**src/rtl/pc_gen.sv**
```systemverilog
// pc_gen: IF-stage fetch PC generator; redirects that arrive under stall are held and replayed.
// Define PC_GEN_BTB_EN to build the direct-mapped BTB with 2-bit counters (default: no BTB).
module pc_gen #(
    parameter int unsigned     XLEN      = 32,
    parameter logic [XLEN-1:0] RESET_PC  = '0,
    parameter int unsigned     STALL_W   = 5,
    parameter int unsigned     BTB_IDX_W = 4
) (
    input  logic               clk,
    input  logic               rst,
    input  logic [STALL_W-1:0] stall_signal,
    input  logic               jump_flag,
    input  logic [XLEN-1:0]    branch_to,
    input  logic               upd_valid,
    input  logic [XLEN-1:0]    upd_pc,
    input  logic [XLEN-1:0]    upd_target,
    input  logic               upd_taken,
    output logic [XLEN-1:0]    pc,
    output logic               pred_taken,
    output logic [XLEN-1:0]    pred_target,
    output logic               redir_pending
);

    localparam logic [XLEN-1:0] PC_STEP = {{(XLEN-3){1'b0}}, 3'b100};

    logic [XLEN-1:0] pc_q;
    logic [XLEN-1:0] pc_d;
    logic            pend_q;
    logic            pend_d;
    logic [XLEN-1:0] pend_tgt_q;
    logic [XLEN-1:0] pend_tgt_d;
    logic            pred_taken_s;
    logic [XLEN-1:0] pred_target_s;

`ifdef PC_GEN_BTB_EN
    localparam int unsigned TAG_W   = XLEN - BTB_IDX_W - 2;
    localparam int unsigned ENTRIES = 1 << BTB_IDX_W;

    logic             valid_q [ENTRIES];
    logic [TAG_W-1:0] tag_q   [ENTRIES];
    logic [XLEN-1:0]  tgt_q   [ENTRIES];
    logic [1:0]       ctr_q   [ENTRIES];

    logic [BTB_IDX_W-1:0] lk_idx_s;
    logic [TAG_W-1:0]     lk_tag_s;
    logic [BTB_IDX_W-1:0] up_idx_s;
    logic [TAG_W-1:0]     up_tag_s;
    logic                 up_hit_s;
    logic                 unused_s;

    function automatic logic [1:0] ctr_next(input logic [1:0] ctr, input logic taken);
        logic [1:0] res;
        if (taken) begin
            res = (ctr == 2'b11) ? 2'b11 : ctr + 2'b01;
        end else begin
            res = (ctr == 2'b00) ? 2'b00 : ctr - 2'b01;
        end
        return res;
    endfunction

    assign lk_idx_s      = pc_q[BTB_IDX_W+1:2];
    assign lk_tag_s      = pc_q[XLEN-1:BTB_IDX_W+2];
    assign up_idx_s      = upd_pc[BTB_IDX_W+1:2];
    assign up_tag_s      = upd_pc[XLEN-1:BTB_IDX_W+2];
    assign up_hit_s      = valid_q[up_idx_s] && (tag_q[up_idx_s] == up_tag_s);
    assign pred_taken_s  = valid_q[lk_idx_s] && (tag_q[lk_idx_s] == lk_tag_s) && ctr_q[lk_idx_s][1];
    assign pred_target_s = tgt_q[lk_idx_s];
    assign unused_s      = ^{stall_signal[STALL_W-1:1], upd_pc[1:0]};

    // BTB training; lookups this cycle still see the pre-update contents
    always_ff @(posedge clk) begin
        if (rst) begin
            for (int i = 0; i < int'(ENTRIES); i++) begin
                valid_q[i] <= 1'b0;
                tag_q[i]   <= '0;
                tgt_q[i]   <= '0;
                ctr_q[i]   <= 2'b01;
            end
        end else if (upd_valid) begin
            if (up_hit_s) begin
                ctr_q[up_idx_s] <= ctr_next(ctr_q[up_idx_s], upd_taken);
                if (upd_taken) begin
                    tgt_q[up_idx_s] <= upd_target;
                end
            end else if (upd_taken) begin
                valid_q[up_idx_s] <= 1'b1;
                tag_q[up_idx_s]   <= up_tag_s;
                tgt_q[up_idx_s]   <= upd_target;
                ctr_q[up_idx_s]   <= 2'b10;
            end
        end
    end
`else
    logic unused_s;

    assign pred_taken_s  = 1'b0;
    assign pred_target_s = '0;
    assign unused_s      = ^{stall_signal[STALL_W-1:1], upd_valid, upd_pc, upd_target, upd_taken};
`endif

    // Next-PC selection: stall > live jump > held redirect > prediction > sequential
    always_comb begin
        pc_d       = pc_q;
        pend_d     = pend_q;
        pend_tgt_d = pend_tgt_q;
        if (stall_signal[0]) begin
            if (jump_flag) begin
                pend_d     = 1'b1;
                pend_tgt_d = branch_to;
            end else begin
                pend_d     = pend_q;
            end
        end else if (jump_flag) begin
            pc_d   = branch_to;
            pend_d = 1'b0;
        end else if (pend_q) begin
            pc_d   = pend_tgt_q;
            pend_d = 1'b0;
        end else if (pred_taken_s) begin
            pc_d = pred_target_s;
        end else begin
            pc_d = pc_q + PC_STEP;
        end
    end

    // PC and held-redirect state
    always_ff @(posedge clk) begin
        if (rst) begin
            pc_q       <= RESET_PC;
            pend_q     <= 1'b0;
            pend_tgt_q <= '0;
        end else begin
            pc_q       <= pc_d;
            pend_q     <= pend_d;
            pend_tgt_q <= pend_tgt_d;
        end
    end

    assign pc            = pc_q;
    assign redir_pending = pend_q;
    assign pred_taken    = pred_taken_s;
    assign pred_target   = pred_target_s;

endmodule
```
**config.mk**
```make
export PLATFORM = sky130hd
export DESIGN_NAME = pc_gen
export DESIGN_NICKNAME = d
export VERILOG_FILES = /design/src/rtl/pc_gen.sv
export SDC_FILE = /design/constraint.sdc
export NUM_CORES = 1
export LEC_CHECK = 0
export BUFFER_PORTS_ARGS = -buffer_cell sky130_fd_sc_hd__buf_2
export CORE_MARGIN = 2
export CORE_UTILIZATION = 47
export CTS_CLUSTER_DIAMETER = 200
export DETAILED_ROUTE_END_ITERATION = 7
export GPL_ROUTABILITY_DRIVEN = 0
export GPL_TIMING_DRIVEN = 0
export HOLD_SLACK_MARGIN = 0.02
export PLACE_DENSITY = 0.81
export RECOVER_POWER = 25
export SLEW_MARGIN = 30
export SYNTH_ARGS = -nofsm -noshare
export SYNTH_HDL_FRONTEND = slang
export SYNTH_SLANG_ARGS = --single-unit
```
**constraint.sdc**
```tcl
create_clock -name clk -period 2.57 [get_ports clk]
set_input_delay 0.771 -clock clk [delete_from_list [all_inputs] [get_ports clk]]
set_output_delay 0.771 -clock clk [all_outputs]
set_load 0.005 [all_outputs]
```
==> run metrics, run 1 <==
Cell Area, Synth=3650 sq um; CTS Buf Count=9; Cell variety after synth=54; minimum clock period=2.31 ns; initial drt markers=531; CTS max path bufs=2; Net count, final=707; HP Class=flop to flop; maximum VDD drop=0.359 mV; status=finished, violations left; Layout Area Growth over Synthesis=21.9%; Core Util, Final=58.4%; P_leak=1.89 nW; Yosys top cell area share=35.7%; critical path class=flop to flop; most numerous cell in the Yosys netlist=nand2_1; required time of the critical path=2.84 ns; diode count=0; finished layout cell area=4440 sq um; Cells after DPL=691; CP max FO=10; worst slew pin tran=0.758 ns; setup TNS=0 ns; setup ws final=0.257 ns; Hold Slack=0.452 ns; post-cts sizing count=0; ys async rst share=0%; share of cells above drive strength 1=19.5%; via/cell ratio=5.71; Slew HR=49.3%; #FFs+latches synth=65; Sink Count=65; FMAX=0.432 GHz; Routed WL=11100 microns; TritonCTS clock tree=done; total power=2.51 mW; Avg Cell Area, Syn=7.44 sq um; Tcrit/Tclk final=90.0%; initial antenna violation count=0; first-pass GRT wire length=17500 microns; failing checks=design-rule violations; core area=7610 sq um; pre-CTS WS=0.0776 ns; post-CTS setup buffer count=0; CTS H-tree lvls=3; Final setup violation count=0; Congestion Overflow GR=0; die width=92.1 microns; die height=92.1 microns; drt first pass iters=8; Total GRT Usage=26.2%; Pwr Density=566 nW/um^2; die area=8480 sq um; synthesized instance count=490; crit path capture type=flop; Maximum Capacitance Violations=0; arrival time worst endpoint=2.58 ns; leading area contributor after synthesis=dfxtp_1; Hold Buf Count CTS=0; Seq/Total Area, Yosys=35.7%; clock tree root driver cell=clkbuf_8; DRC viols=14; # IOs=172; endpoints failing hold=0; top area cells in the synthesized netlist=dfxtp_1 (36%), nand2_1 (9.1%), a21oi_1 (7.7%), buf_4 (6.8%), o21ai_0 (4.1%); EDFF count, synth=0; pin count of the biggest net entering global routing=11; placed cell area=4230 sq um; antenna viol nets, final=0; CP Launch Type=flop; I/O Buffers=67; RSZ-0062 raised after global routing=false; routed vias=4033; routed len/inst=15.7 microns; most frequent cells after synthesis=nand2_1 (88), dfxtp_1 (65), a21oi_1 (56); clk_skew=0.00982 ns; Post-DP HPWL=8050 microns; Reg clk slew, reported paths=0.07 ns; Non-Filler Instances=706; ys flop type=dfxtp_1; num rows=32; vias in the first global route=3637; Starting Density=47.9%; Synth warnings=0; Slew Limit Fails=0; clk_lat worst skew=0.35 ns
==> layout make-up <==
type / count / area, sq um
Buffer: 70 / 394
Fill cell: 737 / 3160
Clock buffer: 13 / 169
Inverter: 13 / 48.8
Sequential cell: 65 / 1300
Tap cell: 102 / 128
Timing Repair Buffer: 67 / 322
Clock inverter: 2 / 60.1
Multi-Input combinational cell: 374 / 2020
==> sequential cells by signal, indices dropped and copies added (netlist names) <==
register,count
pc,32
pend_tgt_q,32
redir_pending,1
==> kinds of logic (layout without fill, tap and decap cells) <==
group	Yosys count	count (layout)	share of synthesized area (%)
AND/OR/NAND/NOR	179	179	22.8
buffers and inverters	83	165	12.1
multiplexers	7	7	1.96
flip-flops	65	65	35.7
other	1	33	0.103
adder cells (fa/ha/maj)	1	1	0.343
AO/OA/AOI/OAI	154	154	26.9
==> critical path, stage by stage (launching register included) <==
cell	delay, ns
dfxtp_1	0.48
ha_1	0.30
nand4_1	0.14
nor4_2	0.47
buf_2	0.31
nand4_1	0.15
mux2i_1	0.16
a211oi_1	0.22
==> layer usage <==
layer / part of all wire (%) / global-route usage, % / vias to the layer above
li1: - / - / 1905
met1: 41 / 32.2 / 1859
met2: 47 / 44.1 / 239
met3: 8.9 / 4.77 / 30
met4: 2.4 / 12.6 / 0
met5: 0 / 0 / -
==> worst paths after layout <==
path,startpoint,endpoint,slack (ns),cells after the start
max,pc[2],pc[26],0.26,7
min,pend_tgt_q[1],pend_tgt_q[1],0.45,2
max reg2reg,pc[2],pc[26],0.26,7
min reg2reg,pend_tgt_q[1],pend_tgt_q[1],0.45,2
==> placed cells by master (no fill, tap or decap), drive strengths merged, types with 13 or more instances in the layout <==
master | synthesis | routed
nand2 | 88 | 88
conb | 1 | 33
dfxtp | 65 | 65
o21ai | 30 | 30
buf | 39 | 95
a21oi | 56 | 56
inv | 13 | 13
nor2 | 35 | 35
clkbuf | 31 | 55
nand3 | 16 | 16
==> power by group <==
group          internal, mW  switching [mW]
clock                 0.621           0.388
sequential             1.06          0.0553
combinational         0.161           0.225
Note: power is estimated with default switching activity, not from simulation.
==> run 2: changes to the inputs <==
--- a/config.mk
+++ b/config.mk
@@ -13,7 +13,8 @@
 export GPL_ROUTABILITY_DRIVEN = 0
 export GPL_TIMING_DRIVEN = 0
 export HOLD_SLACK_MARGIN = 0.02
-export PLACE_DENSITY = 0.81
+export MAX_ROUTING_LAYER = met4
+export PLACE_DENSITY = 0.88
 export RECOVER_POWER = 25
 export SLEW_MARGIN = 30
 export SYNTH_ARGS = -nofsm -noshare
==> run 2 against run 1 <==
Compared with the run above:
- the run now ends clean
- register-to-register slack got worse by 0.09 ns
- maximum frequency fell by 3.7%
- sequential power barely moved
- global-route usage rose by 2.9 points
- final cell count rose by 0.14%
- count of clock-buffer cells in the layout fell by 4
- combinational power rose by 2%
- sequential share of layout area fell by 0.38 points
- power rose by 11%
- clock power rose by 28%
- first-iteration DRC count rose by 24%
- core utilization rose by 0.77 points
==> run metrics, run 2 (synthesized netlist as in run 1, its figures left out) <==
status=finished, final reports clean; endpoints failing hold=0; worst r2r src=pc[2]; I/O Buffers=67; core area=7610 sq um; Final setup violation count=0; Slowest-stage cell, CP=dfxtp_1; initial drt markers=661; DRC viols=0; CTS max path bufs=2; share of cells above drive strength 1=19.5%; die width=92.1 microns; clk_skew=0.00912 ns; routed vias=4175; CP Launch Type=flop; FMAX=0.417 GHz; critical path class=flop to flop; required time of the critical path=2.78 ns; TritonCTS clock tree=done; drt first pass iters=6; total power=2.80 mW; Core Util, Final=59.2%; post-CTS setup buffer count=0; post-cts sizing count=0; # IOs=172; routed len/inst=16.7 microns; minimum clock period=2.40 ns; diode count=0; Post-DP HPWL=8250 microns; Congestion Overflow GR=0; clk_lat worst skew=0.36 ns; via/cell ratio=5.91; Hold Buf Count CTS=0; Pwr Density=622 nW/um^2; Starting Density=47.9%; Layout Area Growth over Synthesis=23.5%; Slew HR=50.1%; crit path launch=pc[2]; CP max FO=10; CP endpoint=pc[22]; first-pass GRT wire length=19000 microns; pin count of the biggest net entering global routing=13; HP Class=flop to flop; Total GRT Usage=29.1%; initial antenna violation count=0; Reg clk slew, reported paths=0.08 ns; most frequent cells in the layout=nand2_1 (88), dfxtp_1 (65), buf_2 (58); reg2reg setup slack=0.17 ns; most common cell after layout, fill and taps aside=nand2_1; maximum VDD drop=0.473 mV; Hold Path Origin=pend_tgt_q[15]; CTS H-tree lvls=3; placed cell area=4230 sq um; slowest stage delay, CP=0.48 ns; crit-path cells=ha_1 > nand4_1 > nor4_2 > buf_2 > a311oi_1 > a2111oi_0; die area=8480 sq um; arrival time worst endpoint=2.61 ns; Slew Limit Fails=0; Routed WL=11800 microns; Reg2Reg Depth=6; Tcrit/Tclk final=93.4%; Hold Slack=0.460 ns; Sink Count=65; Maximum Capacitance Violations=0; die height=92.1 microns; setup TNS=0 ns; antenna viol nets, final=0; crit path capture type=flop; finished layout cell area=4500 sq um; CTS Buf Count=9; worst slew pin tran=0.746 ns; RSZ-0062 raised after global routing=false; RR Endpoint=pc[22]; Net count, final=707; clock tree root driver cell=clkbuf_8; P_leak=1.90 nW; num rows=32; vias in the first global route=3882
[run 2: changes by cell type in the layout (fill, tap and decap cells not counted), sizes merged]
cell and change:
clkinv +1, clkinvlp +1, clkbuf -2, buf -2, bufinv +3
[run 2: where the power goes]
part | internal [mW] | total, mW | switching (mW)
Clock | 0.842 | 1.29 | 0.446
Combinational | 0.161 | 0.393 | 0.233
Sequential | 1.06 | 1.12 | 0.0566
[run 2: final cells by class]
cell class,count,area [sq um]
clock inverter,7,166
timing repair buffer,67,319
tap,102,128
inverter,13,48.8
clock buffer,9,124
fill,683,3100
buffer,70,394
sequential,65,1300
multi-input combinational,374,2020
[run 2: how the worst min path moves through the flow]
| stage | end | slack, ns | depth (start not counted) |
|---|---|---|---|
| after floorplan | pend_tgt_q[0] | 0.43 | 2 |
| after global placement | pend_tgt_q[0] | 0.44 | 2 |
| after detailed placement | pend_tgt_q[15] | 0.45 | 2 |
| after CTS | pend_tgt_q[15] | 0.46 | 2 |
| after global routing | pend_tgt_q[1] | 0.47 | 2 |
| final | pend_tgt_q[15] | 0.46 | 2 |
[run 2: metrics by stage]
| stage | instances | setup WS (ns) |
|---|---|---|
| after floorplan | 522 | 0.572 |
| after global placement | 691 | 0.152 |
| after detailed placement | 691 | 0.0899 |
| after CTS | 707 | 0.310 |
| after global routing | 707 | 0.0631 |
| final | 707 | 0.169 |
[run 2: worst max-delay path: cells and delay by family (launching register included)]
kind	cells	cell delay (ns)
DFF	1	0.48
AOI/OAI and AO/OA	2	0.52
adders and majority gates	1	0.31
buffers and inverters	1	0.33
and+or+nand+nor	2	0.63
[run 2: per-layer routing]
layer | GRT usage [%] | wire [microns]
met1 | 34.9 | 4380
met2 | 47.1 | 5600
met3 | 4.85 | 1420
met4 | 15.4 | 433
met5 | - | 0
